--- config.mk ---
export PLATFORM = sky130hd
export DESIGN_NAME = seq_detect_param
export DESIGN_NICKNAME = d
export VERILOG_FILES = /design/src/rtl/seq_detect_pkg.sv /design/src/rtl/seq_detect_param_sat_counter.sv /design/src/rtl/seq_detect_param.sv
export SDC_FILE = /design/constraint.sdc
export NUM_CORES = 1
export LEC_CHECK = 0
export CORE_MARGIN = 1
export CORE_UTILIZATION = 45
export DETAILED_ROUTE_END_ITERATION = 7
export PLACE_DENSITY_LB_ADDON = 0.3
export SETUP_SLACK_MARGIN = 0.02
export SLEW_MARGIN = 20
export SYNTH_ARGS = -nofsm -noshare
export SYNTH_HDL_FRONTEND = slang
export SYNTH_SLANG_ARGS = --single-unit
export TNS_END_PERCENT = 20
--- constraint.sdc ---
create_clock -name clk -period 8.5 [get_ports clk]
set_clock_uncertainty 0.2 [all_clocks]
set_input_delay 2.55 -clock clk [delete_from_list [all_inputs] [get_ports clk]]
set_output_delay 2.55 -clock clk [all_outputs]
set_load 0.05 [all_outputs]
--- src/rtl/seq_detect_pkg.sv ---
// Shared constants and helper functions for the parametrised serial pattern detector.
package seq_detect_pkg;

  localparam logic [3:0] RST_PAT4    = 4'b1010;
  localparam int         RST_PAT_LEN = 4;

  function automatic int len_w(input int max_len);
    return $clog2(max_len + 1);
  endfunction

  // Lengths below 1 become 1; lengths above the history depth become the depth.
  function automatic int clamp_len(input int req, input int max_len);
    if (req < 1) return 1;
    if (req > max_len) return max_len;
    return req;
  endfunction

endpackage

--- src/rtl/seq_detect_param_sat_counter.sv ---
// Saturating up-counter with synchronous clear; the clear wins over an increment.
module sat_counter #(
  parameter int W = 16
) (
  input  logic         clk,
  input  logic         reset,
  input  logic         inc,
  input  logic         clr,
  output logic [W-1:0] count
);

  always_ff @(posedge clk) begin
    if (reset || clr) begin
      count <= '0;
    end else if (inc && (count != {W{1'b1}})) begin
      count <= count + W'(1);
    end
  end

endmodule

--- src/rtl/seq_detect_param.sv ---
// Serial bit-pattern detector with runtime-loadable pattern, selectable overlap and match counter.
module seq_detect_param
  import seq_detect_pkg::*;
#(
  parameter int                 MAX_LEN     = 8,
  parameter logic [MAX_LEN-1:0] RST_PATTERN = MAX_LEN'(RST_PAT4),
  parameter int                 RST_LEN     = RST_PAT_LEN,
  parameter int                 CNT_W       = 16,
  localparam int                LW          = len_w(MAX_LEN)
) (
  input  logic               clk,
  input  logic               reset,
  input  logic               in_valid,
  input  logic               input_bit,
  input  logic               cfg_load,
  input  logic [MAX_LEN-1:0] cfg_pattern,
  input  logic [LW-1:0]      cfg_len,
  input  logic               cfg_overlap,
  input  logic               count_clr,
  output logic               output_detected,
  output logic [CNT_W-1:0]   match_count,
  output logic               busy_fill
);

  logic [MAX_LEN-1:0] history;
  logic [MAX_LEN-1:0] pattern;
  logic [MAX_LEN-1:0] hist_shift;
  logic [MAX_LEN-1:0] mask;
  logic [LW-1:0]      len;
  logic [LW-1:0]      fill;
  logic [LW-1:0]      len_nxt;
  logic [LW-1:0]      fill_nxt;
  logic               overlap;
  logic               match;

  always_comb begin
    hist_shift = {history[MAX_LEN-2:0], input_bit};
    mask       = ~({MAX_LEN{1'b1}} << len);
    // The oldest history bit falls off the shift; it is masked out of the compare anyway.
    match      = in_valid && !cfg_load
                 && (({history, input_bit} & {1'b0, mask}) == {1'b0, pattern & mask})
                 && (({1'b0, fill} + (LW+1)'(1)) >= {1'b0, len});
    len_nxt    = len;
    fill_nxt   = fill;
    if (cfg_load) begin
      len_nxt  = LW'(clamp_len(int'(cfg_len), MAX_LEN));
      fill_nxt = '0;
    end else if (match) begin
      fill_nxt = overlap ? len : '0;
    end else if (in_valid && (fill < len)) begin
      fill_nxt = fill + LW'(1);
    end
  end

  always_ff @(posedge clk) begin
    if (reset) begin
      history         <= '0;
      fill            <= '0;
      pattern         <= RST_PATTERN;
      len             <= LW'(RST_LEN);
      overlap         <= 1'b1;
      output_detected <= 1'b0;
      busy_fill       <= 1'b1;
    end else begin
      fill            <= fill_nxt;
      len             <= len_nxt;
      output_detected <= match;
      busy_fill       <= (fill_nxt < len_nxt);
      if (cfg_load) begin
        pattern <= cfg_pattern;
        overlap <= cfg_overlap;
        history <= '0;
      end else if (in_valid) begin
        history <= hist_shift;
      end
    end
  end

  sat_counter #(
    .W(CNT_W)
  ) u_count (
    .clk   (clk),
    .reset (reset),
    .inc   (match),
    .clr   (count_clr),
    .count (match_count)
  );

endmodule

---- Word level (Yosys, flattened, before mapping) ----
Cells that the tools add are included.
cells by class
  equal/unequal tests ..................... 2
  reductions and logical operators ........ 8
  add/subtract/negate cells ............... 3
  shift operators ......................... 1
  magnitude comparators ................... 5
  bitwise gates (word level) .............. 3
  multiplexer cells ....................... 14
operators with widths
  cell                                                                           number
  4-bit two-way mux                                                              8
  16-bit by 1-bit adder with 16-bit output (second input constant)               1
  16-bit inequality test (second input constant)                                 1
  9-bit by 8-bit bitwise AND with 9-bit output                                   1
  9-bit by 8-bit equality test with 1-bit output                                 1
  8-bit bitwise AND                                                              1
  4-bit less-than comparator                                                     2
  8-bit inverter                                                                 1
  8-bit by 4-bit << shifter with 8-bit output (first input constant)             1
  1-bit two-way mux                                                              6
  4-bit by 1-bit adder with 5-bit output (second input constant)                 1
  5-bit by 4-bit >= comparator with 1-bit output                                 1
  1-bit logical AND                                                              5
  4-bit by 1-bit adder with 4-bit output (second input constant)                 1
  4-bit > comparator (second input constant)                                     1
  4-bit by 1-bit less-than comparator with 1-bit output (second input constant)  1
  2-bit OR reduction                                                             1
  1-bit zero test                                                                1
  1-bit logical OR                                                               1
storage, ports and cells
  input port bits ......................... 19
  register bits ........................... 43
  logic and storage cells ................. 44
  output and inout bits ................... 18

---- Logic depth before layout (Yosys ltp) ----
  depth after elaboration ................. 9
  gate-level depth with buffers ........... 14
  gate-level depth less buffers ........... 14

---- Cells and area by module ----
From an unflattened synthesis, not the netlist that was laid out.
second synthesis, totals
  cells, all modules ...................... 256
  area total of the unflattened synthesis .. 2306.0 um^2
by module, submodules not included
  module            area each (um^2)  cells an instance  instances
  seq_detect_param  1458.9            161                1
  sat_counter       847.1             95                 1

---- Worst setup path after synthesis ----
Ideal clock, no wire load.
  kind .................................... in2reg
  start point ............................. input input_bit
  end point ............................... register busy_fill
  setup slack ............................. 3601 ps
  arrival ................................. 4640 ps
  buffers on the path ..................... 0
  stages .................................. 11
  cell sequence ........................... xnor2_1 > o21ai_1 > a2111oi_4 > nand3_1 > a21oi_1 > nor3_1 > ha_1 > a21o_1 > a21o_1 > a21oi_1 > o32a_1
between the ends
  longest elaborated chain between the ends .. 7
ends and longest elaborated chain
  element                                         line                    RTL
  start, declared                                 seq_detect_param.sv:14  input logic input_bit,
  9-bit by 8-bit bitwise AND with 9-bit output    seq_detect_param.sv:41  && (({history, input_bit} & {1'b0, mask}) == {1'b0, pattern & mask})
  9-bit by 8-bit equality test with 1-bit output  seq_detect_param.sv:41
  1-bit logical AND                               seq_detect_param.sv:41
  1-bit logical AND                               seq_detect_param.sv:42  && (({1'b0, fill} + (LW+1)'(1)) >= {1'b0, len});
  4-bit two-way mux                               seq_detect_param.sv:48  end else if (match) begin
  4-bit two-way mux                               seq_detect_param.sv:45  if (cfg_load) begin
  net fill_nxt[1]                                 seq_detect_param.sv:32  logic [LW-1:0] fill_nxt;
  4-bit less-than comparator                      seq_detect_param.sv:68  busy_fill <= (fill_nxt < len_nxt);
  end signal, assigned                            seq_detect_param.sv:68
  end, declared                                   seq_detect_param.sv:22  output logic busy_fill
The timed path passes the listed nets, and every way through them passes these cells.
A chain may end at the register's enable or synchronous reset.

---- Worst setup path in the final report ----
  start point ............................. input in_valid
  end point ............................... register busy_fill
between the ends
  longest elaborated chain between the ends .. 6
ends and longest elaborated chain
  element                         line                    RTL
  start, declared                 seq_detect_param.sv:13  input logic in_valid,
  1-bit logical AND               seq_detect_param.sv:40  match = in_valid && !cfg_load
  1-bit logical AND               seq_detect_param.sv:41
  1-bit logical AND               seq_detect_param.sv:42
  4-bit two-way mux (*)           seq_detect_param.sv:48
  4-bit two-way mux (*)           seq_detect_param.sv:45
  net fill_nxt[1]                 seq_detect_param.sv:32
  4-bit less-than comparator (*)  seq_detect_param.sv:68
Mark *: on every way through the listed nets, which the timed path passes. The rest lies on a longest branch.

==> flow_summary.yaml <==
status:
  status: "finished, final reports clean"
yosys:
  ys_seq_area_share_pct: 36.6
  avgSynthCellArea_sq_um: 8.93
  synth_top_area_share_pct: 36.6
  synth.area.top_cells: "dfxtp_1 37%, ha_1 7.1%, mux2i_1 6.5%"
  synth.area.mux_share_pct: 6.54
  synth-seq-cells: 42
  syn-cell-area_sq_um: 2300
  ys.flop_type: "dfxtp_1"
  async_flop_share_pct: 0
  synth_top_family_by_area: "simple AND/OR/NAND/NOR gates"
  netlist_instances: 257
  synth_fp_nets: 289
  ys.warnings.count: 0
  yosysTopAreaCell: "dfxtp_1"
  synthAdderAreaFrac_pct: 7.08
  ys_types: 45
  synth_edf_count: 0
  synth_simple_gate_area_share_pct: 21.6
  synthXorXnorAreaFrac_pct: 4.58
  synth_compound_area_share_pct: 18.9
clock_tree:
  root_buffer: "clkbuf_8"
  clk_path_buf_depth: 2
  post_cts_resized: 0
  h-tree-depth: 2
  postCtsHoldBufs: 0
  clk_latency_ns: 0.29
  cts_setup_buffers: 0
  cts.clk_slew.worst_paths_ns: 0.08
  cts_buffers: 5
  clock-sinks: 42
  cts_tree: "done"
global_route:
  grt_overflow: 0
  grt_max_degree: 29
  grtUsageTotal_pct: 20.4
  grt_pass1_vias: 1828
  grt_pass1_wl_microns: 8360
  grt_antenna_before_repair: 0
pwr:
  ir_worst_vdd_v: 0.0000761
  combPwrFrac_pct: 13.4
  leakage_nw: 0.995
  power.density_nw_per_um2: 137
  sw_frac_of_total_pct: 25.4
  p_int_uw: 282
  clockPowerShare_pct: 31.8
  p_sw_uw: 96.2
  p_seq_share_pct: 54.8
  totalPowerFinal_uw: 378
cells_and_area:
  nFillCells: 491
  synthToLayoutAreaGrowth_pct: 19.9
  stdcell_count: 355
  regArea_sq_um: 841
  fin_area_sq_um: 2750
  final_util_pct: 57.1
  antenna_cells: 0
  nNetsFinal: 320
  layout-drive-gt1-share_pct: 6.25
  multi_input_area_sq_um: 1350
floorplanning:
  die_w_microns: 73.4
  rows: 25
  io_pins: 37
  die_height_microns: 73.4
  core_sq_um: 4820
  initial_core_util_pct: 47.7
  die-area_sq_um: 5390
worst_setup_path:
  path_class: "in2reg"
  crit_path_end_kind: "register"
  arrival_ns: 5.45
  worstPathMaxFanout: 9
  regToRegSetupSlack_ns: 5.23
  critPathLaunchType: "input pin"
  critPathRequiredTime_ns: 8.54
timing:
  setup_slack_ns: 3.09
  hold_viol: 0
  maxSlewViolCount: 0
  fmax_ghz: 0.185
  whs_ns: 0.315
  setup_viol: 0
  setup-tns-final_ns: 0
  relSlewSlack_pct: 53.1
  period_share_pct: 63.6
  period_needed_ns: 5.41
  worst_pin_slew_ns: 0.701
  rsz0062_at_grt: "no"
placement:
  place_hpwl_microns: 3480
  globalplace.congestion: 0.789
  post_dp_cell_area_sq_um: 2670
  place_ws_ns: 2.80
  place_inst: 348
  io_buffers: 36
detailed_routing:
  routed-via-count: 1969
  dr.first_iter.drc_count: 110
  wl_microns: 4870
  vias_per_cell: 5.55
  route.detailed.drc: 0
  drt_first_pass_iters: 4
  antenna_left: 0
  post_drt_wl_per_cell_microns: 13.7
job:
  cap_violations: 0
min_path:
  hold_class: "reg2reg"
power by group through the flow:
| stage | Combinational, mW | Sequential (mW) | Clock (mW) |
|---|---|---|---|
| finish | 0.0506 | 0.207 | 0.120 |
| global route | 0.0560 | 0.208 | 0.132 |
| CTS | 0.0509 | 0.207 | 0.124 |
| detailed placement | 0.0505 | 0.212 | 0 |
| global placement | 0.0495 | 0.212 | 0 |
| floorplan | 0.0345 | 0.211 | 0 |
synth_stat cells, types with 3 or more instances:
| library cell | number |
|---|---|
| xor2_1 | 3 |
| mux2i_1 | 15 |
| o21ai_1 | 4 |
| or2_2 | 4 |
| or4_1 | 10 |
| inv_1 | 9 |
| a21oi_1 | 20 |
| ha_1 | 13 |
| buf_6 | 3 |
| o31ai_1 | 9 |
| nor3_1 | 8 |
| dfxtp_1 | 42 |
| nor2b_1 | 6 |
| a211o_1 | 3 |
| xnor2_1 | 9 |
| o21ai_0 | 6 |
| nand3_1 | 8 |
| nor2_1 | 24 |
| and3_1 | 3 |
| clkbuf_1 | 7 |
| nand2_1 | 12 |
| and4_1 | 3 |
| or3_1 | 6 |
cell usage in the layout, fill, tap and decap left out, drive strengths merged, types with 10 or more instances in the layout:
cell           instances
a21oi                 20
clkdlybuf4s50         36
dfxtp                 42
ha                    13
mux2i                 15
nand2                 12
nor2                  24
o21ai                 10
or4                   10
per-layer routing:
metal | vias up | track usage (%) | wire (microns)
li1 | 1000 | - | -
met1 | 920 | 27.7 | 2420
met2 | 38 | 30.9 | 2140
met3 | 11 | 4.25 | 192
met4 | 0 | 9.62 | 114
met5 | - | 0 | 0
area by class of cell:
type / instances / area share (%)
multi-input cells: 193 / 49.0
inverters: 9 / 1.23
clock buffers: 5 / 2.50
clock inverters: 2 / 0.364
repair buffers: 37 / 13.4
well taps: 67 / 3.05
flip-flops and latches: 42 / 30.5
final timing paths:
check / from / end / cells past startpoint
setup / recovery: in_valid / busy_fill / 11
hold / removal: u_count.count[11] / u_count.count[11] / 2
setup reg to reg: fill[0] / busy_fill / 14
hold reg to reg: u_count.count[11] / u_count.count[11] / 2
critical path, cell delays in order:
cell and delay (ns):
clkdlybuf4s50_1 0.76, inv_1 0.14, a2111oi_4 0.42, nand3_1 0.30
o311a_1 0.20, nor3_1 0.19, ha_1 0.29, a21o_1 0.16
a21o_1 0.16, a21oi_1 0.13, o32a_1 0.15
registers in the layout, summed over array words and instances (netlist names):
register / count
fill: 4
output_detected: 1
u_count.count: 16
busy_fill: 1
overlap: 1
pattern: 8
len: 4
history: 7
kinds of logic after synthesis:
family	Yosys count
flip-flops	42
buffers and inverters	22
adder cells (fa/ha/maj)	13
AO/OA/AOI/OAI	61
XOR/XNOR	12
multiplexers	15
AND/OR/NAND/NOR	92
(Power assumes the default switching activity.)
